`src/rtl/cpu_pkg.sv`:
```
// Shared core definitions: datapath widths, HALT encoding and fetch states.
// Imported by fetch, decode and execute stages.
package cpu_pkg;

    localparam int unsigned ADDR_W  = 8;
    localparam int unsigned INSTR_W = 17;

    localparam logic [ADDR_W-1:0]  RESET_PC   = 8'h00;
    localparam logic [INSTR_W-1:0] HALT_INSTR = 17'h1FFFF;

    typedef enum logic [1:0] {
        IDLE,
        FETCH,
        HALTED
    } fetch_state_t;

endpackage

```
`src/rtl/fetch_unit.sv`:
```
// Instruction fetch stage: owns the PC, captures program-memory data into ir,
// hands it to decode over valid/ready, honours redirects and stops on HALT.
module fetch_unit
    import cpu_pkg::*;
#(
    parameter int unsigned ADDR_W = cpu_pkg::ADDR_W,
    parameter int unsigned INSTR_W = cpu_pkg::INSTR_W,
    parameter logic [ADDR_W-1:0] RESET_PC = cpu_pkg::RESET_PC,
    parameter logic [INSTR_W-1:0] HALT_INSTR = cpu_pkg::HALT_INSTR
) (
    input  logic               clk,
    input  logic               rst_n,
    input  logic               start,
    output logic [ADDR_W-1:0]  pc_addr,
    input  logic [INSTR_W-1:0] imem_data,
    output logic [INSTR_W-1:0] ir,
    output logic [ADDR_W-1:0]  ir_pc,
    output logic               ir_valid,
    input  logic               ir_ready,
    input  logic               redirect,
    input  logic [ADDR_W-1:0]  redirect_pc,
    output logic               halted
);

    fetch_state_t       state, state_d;
    logic [ADDR_W-1:0]  pc, pc_d;
    logic [INSTR_W-1:0] ir_d;
    logic [ADDR_W-1:0]  ir_pc_d;
    logic               valid_d;
    logic               take;

    assign take    = !ir_valid || ir_ready;
    assign pc_addr = pc;
    assign halted  = (state == HALTED);

    always_ff @(posedge clk or negedge rst_n) begin
        if (!rst_n) begin
            state    <= IDLE;
            pc       <= RESET_PC;
            ir       <= '0;
            ir_pc    <= '0;
            ir_valid <= 1'b0;
        end else begin
            state    <= state_d;
            pc       <= pc_d;
            ir       <= ir_d;
            ir_pc    <= ir_pc_d;
            ir_valid <= valid_d;
        end
    end

    always_comb begin
        state_d = state;
        pc_d    = pc;
        ir_d    = ir;
        ir_pc_d = ir_pc;
        valid_d = ir_valid;
        unique case (state)
            IDLE: begin
                if (redirect) pc_d = redirect_pc;
                if (start) state_d = FETCH;
            end
            FETCH: begin
                if (redirect) begin
                    valid_d = 1'b0;
                    pc_d    = redirect_pc;
                end else if (take) begin
                    ir_d    = imem_data;
                    ir_pc_d = pc;
                    valid_d = 1'b1;
                    // HALT freezes the PC on its own address
                    if (imem_data == HALT_INSTR) state_d = HALTED;
                    else pc_d = pc + 1'b1;
                end
            end
            HALTED: begin
                if (redirect) begin
                    valid_d = 1'b0;
                    pc_d    = redirect_pc;
                    state_d = FETCH;
                end else if (ir_valid && ir_ready) begin
                    valid_d = 1'b0;
                end
            end
            default: state_d = IDLE;
        endcase
    end

endmodule

```
`config.mk`:
```
export PLATFORM = sky130hd
export DESIGN_NAME = fetch_unit
export DESIGN_NICKNAME = d
export VERILOG_FILES = /design/src/rtl/cpu_pkg.sv /design/src/rtl/fetch_unit.sv
export SDC_FILE = /design/constraint.sdc
export NUM_CORES = 1
export LEC_CHECK = 0
export BUFFER_PORTS_ARGS = -buffer_cell sky130_fd_sc_hd__clkbuf_2
export CORE_UTILIZATION = 48
export DETAILED_ROUTE_END_ITERATION = 10
export PLACE_DENSITY_LB_ADDON = 0.15
export SLEW_MARGIN = 20
export SYNTH_ARGS = -nofsm -noshare
export SYNTH_HDL_FRONTEND = slang
export SYNTH_SLANG_ARGS = --single-unit
```
`constraint.sdc`:
```
create_clock -name clk -period 2.3 [get_ports clk]
set_clock_uncertainty 0.1 [all_clocks]
set_input_delay 0.46 -clock clk [delete_from_list [all_inputs] [get_ports clk]]
set_output_delay 0.46 -clock clk [all_outputs]
set_load 0.02 [all_outputs]
```
# Word-level counts from Yosys, hierarchy flattened
# Index checks and enable logic that the tools add are counted.
# word_totals
reg_bits,36
ramBits,0
n_memories,0
word_cells,46
latchBits,0
rom_bits,0
output_inout_bits,35
# op_classes
n_mux,16
div_mod_pow,0
bitwise,1
order_cmp,0
reduce_logical,11
n_eq_ne,12
addsub,1
mul,0
n_shift,0
# ops
cell,count
2-to-1 mux 8 bit,4
== test 17 bit (second input constant),1
case mux 8 bit (2 select lines),1
2-to-1 mux 2 bit,5
!= test 2 bit (second input constant),5
adder 8 x 1 -> 8 bit (second input constant),1
!= test 3 bit (second input constant),2
case mux 2 bit (3 select lines),1
AND reduction 3 bit,2
AND reduction 5 bit,1
2-to-1 mux 1 bit,4
AND reduction 4 bit,1
nonzero test 2 bit,2
!= test 3 x 2 -> 1 bit (second input constant),1
== test 2 x 1 -> 1 bit (second input constant),1
== test 2 bit (second input constant),1
logical NOT 2 bit,1
!= test 2 x 1 -> 1 bit (second input constant),1
case mux 1 bit (2 select lines),1
OR reduction 2 bit,1
logical AND 1 bit,1
logical NOT 1 bit,1
logical OR 1 bit,1
inverter 1 bit,1

# Logic depth before layout (Yosys ltp)
# Gate-level depths: netlist of run 1.
# logic_depth
word_depth,5
depth_mapped,6
mapped_depth_nobuf,6

# Worst setup path before layout of run 1
# OpenSTA, ideal clock, no wires.
# synth_path
kind,input port to flip-flop
start,input imem_data[13]
end,register pc[1] (netlist: pc_addr[1])
stages,5
t_arrival_ns,1.794
t_required_ns,2.075
path_slack_ns,0.281
cell_sequence,nand4_1 > or3_4 > nor4_4 > nor2_4 > mux2_4
# synth_between
elab_chain_cells,3
# synth_rtl
element,line_no,rtl
start: declaration,fetch_unit.sv:15,"input logic [INSTR_W-1:0] imem_data,"
== test 17 bit,fetch_unit.sv:72,if (imem_data == HALT_INSTR) state_d = HALTED;
!= test 3 bit (no source line),--,
AND reduction 4 bit (no source line),--,
end signal: assignment,fetch_unit.sv:45,pc <= pc_d;
end: declaration,fetch_unit.sv:26,"logic [ADDR_W-1:0] pc, pc_d;"
# Every way passes these cells.
# A chain may end at the register's enable or synchronous reset.

# Worst setup path after layout of run 1
# layout_path
start,register state[1]
end,output halted
# layout_between
elab_chain_cells,1
# layout_rtl
element,line_no,rtl
start: declaration,fetch_unit.sv:25,"fetch_state_t state, state_d;"
start signal: assignment,fetch_unit.sv:44,state <= state_d;
== test 2 bit,fetch_unit.sv:34,assign halted = (state == HALTED);
end: declaration,fetch_unit.sv:22,output logic halted
# Every way passes these cells.

==> results of run 1 <==
metrics by stage:
stage                     util (%)  setup WS, ns  hold WS [ns]  area [um2]
after CTS                     65.1         0.509         0.237        2170
after detailed placement      62.4         0.207         0.285        2080
after global placement        62.4         0.234         0.274        2080
after floorplan                  -         0.281        0.0644        1680
final                         65.1         0.524         0.250        2170
after global routing          65.1         0.425         0.216        2170
sequential cells by signal, indices dropped and copies added, names as in the netlist:
register and cells:
ir_valid 1, ir 17, ir_pc 8, state 2
pc_addr 8
per-layer routing:
layer | up-vias | part of all wire (%)
met5 | - | 0
met4 | 0 | 1.1
met3 | 5 | 5.1
met2 | 47 | 51
met1 | 700 | 43
li1 | 680 | -
kinds of logic after synthesis:
| group | share of synthesized area (%) |
|---|---|
| compound gates | 9.99 |
| buf+inv | 1.72 |
| mux | 17.7 |
| flops | 53.7 |
| fa+ha+maj | 0.746 |
| simple gates | 16.2 |
repair_timing:
item                      4_1_cts  5_1_grt
hold endpoints to repair       12        0
hold buffers                    1        0
resized for setup               0        0
power by group through the flow:
stage	logic, mW	registers, mW	clock network, mW
floorplan	0.190	0.979	0
global placement	0.528	0.846	0
detailed placement	0.535	0.857	0
CTS	0.542	0.844	0.460
global route	0.581	0.858	0.497
finish	0.537	0.844	0.447
synth_stat cells (all sizes together), types with 2 or more instances:
cell	count	area [um2]
buf	2	10.0
a2bb2oi	5	43.8
nor2	14	65.1
dfrtp	36	901
mux2	26	297
nor3	6	30.0
a31oi	2	12.5
o22ai	2	12.5
o21ai	5	25.0
nand2b	2	12.5
or3	2	18.8
nand4	5	31.3
nand2	11	43.8
clkbuf	2	7.51
nand3	6	30.0
inv	3	11.3
a21o	2	16.3
area by class of cell:
type	instances	area [um2]
fillers	281	1160
flip-flops and latches	36	901
multi-input cells	100	748
repair buffers	71	375
well taps	46	57.6
clock inverters	3	42.5
clock buffers	5	37.5
inverters	3	11.3
worst max-delay path, cell delays in order (launching register included):
cell      delay [ns]
dfrtp_1         0.47
nor2b_1         0.21
clkbuf_2        0.20
final timing paths:
check                              from         end  slack (ns)  cells past startpoint
max in group asynchronous         rst_n       ir[5]        1.12                      3
setup reg to reg               state[0]    ir_pc[6]        0.58                      6
hold / removal             imem_data[6]       ir[6]        0.25                      2
min in group asynchronous         rst_n  pc_addr[0]        0.45                      2
setup / recovery               state[1]      halted        0.52                      2
hold reg to reg                  ir[16]      ir[16]        0.40                      1
==> results.yml, run 1 <==
clock_tree:
  cts_tree: "done"
  clock_latency_ns: 0.34
  cts_buffers: 5
  cts.htree.levels: 2
  clock_sinks: 36
  cts-root-buf: "clkbuf_4"
  cts_setup_buffers: 0
  cts_buffer_depth: 2
  clk_pin_slew_worst_paths_ns: 0.12
global_routing:
  grt_use_met3_pct: 8.19
  grt_pass1_wl_um: 6270
  first_global_vias: 1373
  grt.busiest_layer: "met2"
  grt_max_degree: 16
  grt_use_met1_pct: 28.7
  grt_util_all_layers_pct: 23.9
  antenna_found_initial: 0
  grt_overflow_total: 0
  met2_usage_pct: 40.4
power_and_ir_drop:
  powerDensity_nw_per_um2: 841
  p_switching_uw: 626
  p_comb_share_pct: 29.4
  total_power_mw: 1.83
  leakagePower_nw: 1.05
  p_sw_share_pct: 34.2
  seqPwrFrac_pct: 46.2
  ir_worst_vdd_mv: 0.521
  p_clk_share_pct: 24.4
  internal_power_mw: 1.20
detailed_routing:
  routed-via-count: 1432
  ant_nets: 0
  totalWireLength_um: 4010
  drc: 0
  drt-initial-drc-count: 90
  wire_per_inst_um: 15.2
  viasPerCell: 5.42
  first_pass_iters: 4
worst_setup_path:
  cp.required_ns: 1.74
  end_kind: "output pin"
  worstPathMaxFanout: 7
  crit_path_start_kind: "flop"
  path_class: "reg2out"
  arrival_ns: 1.22
finish:
  final_cell_mix: "clkbuf_2 (64), dfrtp_1 (36), mux2_2 (24)"
  drive_above_1_share_pct: 52.3
  stdcell_count: 264
  n_antenna_cell: 0
  layout_commonest_cell: "clkbuf_2"
  final_nets: 248
  area_delta_synth_final_pct: 29.5
synthesis:
  syn-cell-area_um2: 1680
  synth_edf_count: 0
  synth_cell_types: 36
  seq_area_frac_synth_pct: 53.7
  ys_warn_count: 0
  ys_seq_elements: 36
  synth_cells: 143
  avgSynthCellArea_um2: 11.7
  synth_flop_cell: "dfrtp_1"
  syn-num-nets: 174
  async_flop_share_pct: 100
floorplanning:
  rows: 21
  core_area_um2: 3340
  die_h_um: 61.1
  start_util_pct: 50.3
  ios: 65
  die_x_um: 61.1
  dieArea_um2: 3740
sta:
  final.min_clock_period_ns: 1.78
  fin_tns_setup_ns: 0
  period_share_pct: 77.2
  rsz0062_at_grt: "no"
  worst_pin_slew_ns: 0.375
  fmax_mhz: 563
  maxSlewHeadroom_pct: 75.0
  finalHoldViolations: 0
  slew_viol_final: 0
  finalSetupViolCount: 0
status:
  status: "completed"
min_path:
  hp-class: "in2reg"
placed_design:
  place.gp.congestion: 0.902
  io_buffers: 64
  dp_cells: 255
  hpwl_um: 2990
run:
  max_cap_violations: 0
Note: power is estimated with default switching activity, not from simulation.
==> run 2, diff against run 1 <==
==> constraint.sdc (replaced) <==
create_clock -name clk -period 1.7 [get_ports clk]
set_clock_uncertainty 0.1 [all_clocks]
set_input_delay 0.34 -clock clk [delete_from_list [all_inputs] [get_ports clk]]
set_output_delay 0.34 -clock clk [all_outputs]
set_load 0.02 [all_outputs]
==> run 2 against run 1 <==
  * Sequential power rose by 35%
  * Clock power rose by 31%
  * Critical path type is now reg2reg
  * Routed wire length fell by 1.3%
  * First-iteration DRC count fell by 16%
==> results.yml, run 2 (same netlist as run 1, synthesis figures left out) <==
sta:
  maxSlewHeadroom_pct: 67.1
  finalSetupViolCount: 0
  period_share_pct: 96.4
  rsz0062_at_grt: "no"
  final.min_clock_period_ns: 1.64
  finalHoldViolations: 0
  worst_pin_slew_ns: 0.494
  fmax_mhz: 610
  slew_viol_final: 0
clock_tree:
  cts.htree.levels: 2
  cts-root-buf: "clkbuf_4"
  cts_buffers: 5
  cts_setup_buffers: 0
  clock_latency_ns: 0.34
  cts_tree: "done"
  cts_buffer_depth: 2
  clk_pin_slew_worst_paths_ns: 0.11
  clock_sinks: 36
detailed_routing:
  m1WireLength_um: 1660
  routed-via-count: 1448
  maxUsedRoutingLayer: "met4"
  viasPerCell: 5.44
  drc: 0
  ant_nets: 0
  first_pass_iters: 4
  wire_per_inst_um: 14.9
  wl_met3_um: 211
  wl_met2_um: 2010
  drt-initial-drc-count: 76
  totalWireLength_um: 3960
finish:
  stdcell_area_um2: 2220
  regMostFlops: "ir"
  fillers: 287
  area_delta_synth_final_pct: 32.1
  stdcell_count: 266
  fin_util_pct: 66.4
  final_nets: 250
  n_antenna_cell: 0
  largest_reg_flops: 17
  drive_above_1_share_pct: 54.1
  layout_commonest_cell: "clkbuf_2"
  final_cell_mix: "clkbuf_2 (63), dfrtp_1 (33), mux2_2 (24)"
floorplanning:
  die_h_um: 61.1
  dieArea_um2: 3740
  start_util_pct: 50.3
  ios: 65
  core_area_um2: 3340
  die_x_um: 61.1
  rows: 21
global_routing:
  grt_overflow_total: 0
  grt_max_degree: 26
  first_global_vias: 1421
  grt_util_all_layers_pct: 23.4
  grt_pass1_wl_um: 6210
  antenna_found_initial: 0
worst_setup_path:
  worstPathMaxFanout: 7
  path_class: "reg2reg"
  slowest_stage: "dfrtp_2"
  cp_slowest_stage_delay_ns: 0.45
  end_kind: "flop"
  arrival_ns: 1.75
  cp.required_ns: 1.81
  cp_top_family: "flip-flops"
  worst-path-buf-inv: 0
  cp_cell_sequence: "ha_1 -> nand3_1 -> or2_2 -> o22ai_1 -> a2bb2oi_1"
  crit_path_start_kind: "flop"
placed_design:
  dp_cells: 257
  placed_area_um2: 2120
  hpwl_um: 3000
  io_buffers: 64
  place.gp.congestion: 0.820
power_and_ir_drop:
  ir_worst_vdd_mv: 0.932
  leakagePower_nw: 1.06
  powerDensity_nw_per_um2: 1110
run:
  max_cap_violations: 0
min_path:
  hp-class: "in2reg"
status:
  status: "completed"
## run 2: cell types whose count changed in the layout (fill, tap and decap cells not counted), sizes merged
cell / before / now
buf: 6 / 9
clkinvlp: 1 / 0
## run 2: what timing repair did
item,CTS,global route
hold endpoints to repair,18,0
resized for setup,0,6
hold buffers,1,0
setup endpoints to repair,0,3
## run 2: area by class of cell
class                      count  area [um2]  area share (%)
tap                           46        57.6            2.60
sequential                    36         905            40.8
multi-input combinational    100         761            34.3
clock inverter                 2        35.0            1.58
inverter                       3        11.3           0.508
clock buffer                   6        41.3            1.86
timing repair buffer          73         405            18.3
## run 2: stage by stage
| step | power, mW | setup slack [ns] | hold slack [ns] | setup TNS, ns |
|---|---|---|---|---|
| after floorplan | 1.59 | -0.197 | -0.0556 | -0.451 |
| after global placement | 1.86 | -0.190 | 0.215 | -1.41 |
| after detailed placement | 1.89 | -0.255 | 0.221 | -1.97 |
| after CTS | 2.48 | 0.00676 | 0.133 | 0 |
| after global routing | 2.60 | 0.00524 | 0.127 | 0 |
| final | 2.46 | 0.0617 | 0.148 | 0 |
## run 2: final timing paths
kind | from | end | slack [ns] | depth (start not counted)
hold / removal | imem_data[3] | ir[3] | 0.15 | 2
setup / recovery | pc_addr[0] | pc_addr[4] | 0.06 | 5
hold reg to reg | ir[8] | ir[8] | 0.42 | 1
setup reg to reg | pc_addr[0] | pc_addr[4] | 0.06 | 5
min in group asynchronous | rst_n | ir_valid | 0.37 | 2
max in group asynchronous | rst_n | pc_addr[6] | 0.48 | 3
## run 2: metal layers
| layer | track usage (%) | vias up |
|---|---|---|
| met5 | 0 | - |
| met4 | 10.4 | 0 |
| met3 | 7.14 | 10 |
| met2 | 39.9 | 54 |
| met1 | 27.2 | 703 |
| li1 | - | 681 |
## run 2: worst reg2reg max path: cells and delay by family (launching register included)
family	cells	cell delay [ns]
AND/OR/NAND/NOR	2	0.45
flip-flops	1	0.45
AO/OA/AOI/OAI	2	0.29
adder cells (fa/ha/maj)	1	0.21
## run 2: where the power goes
group	leakage (nW)	internal (mW)	total, mW	switching [mW]
clock	0.0422	0.308	0.585	0.277
sequential	0.411	1.01	1.14	0.129
combinational	0.604	0.316	0.733	0.417
total	1.06	1.64	2.46	0.823
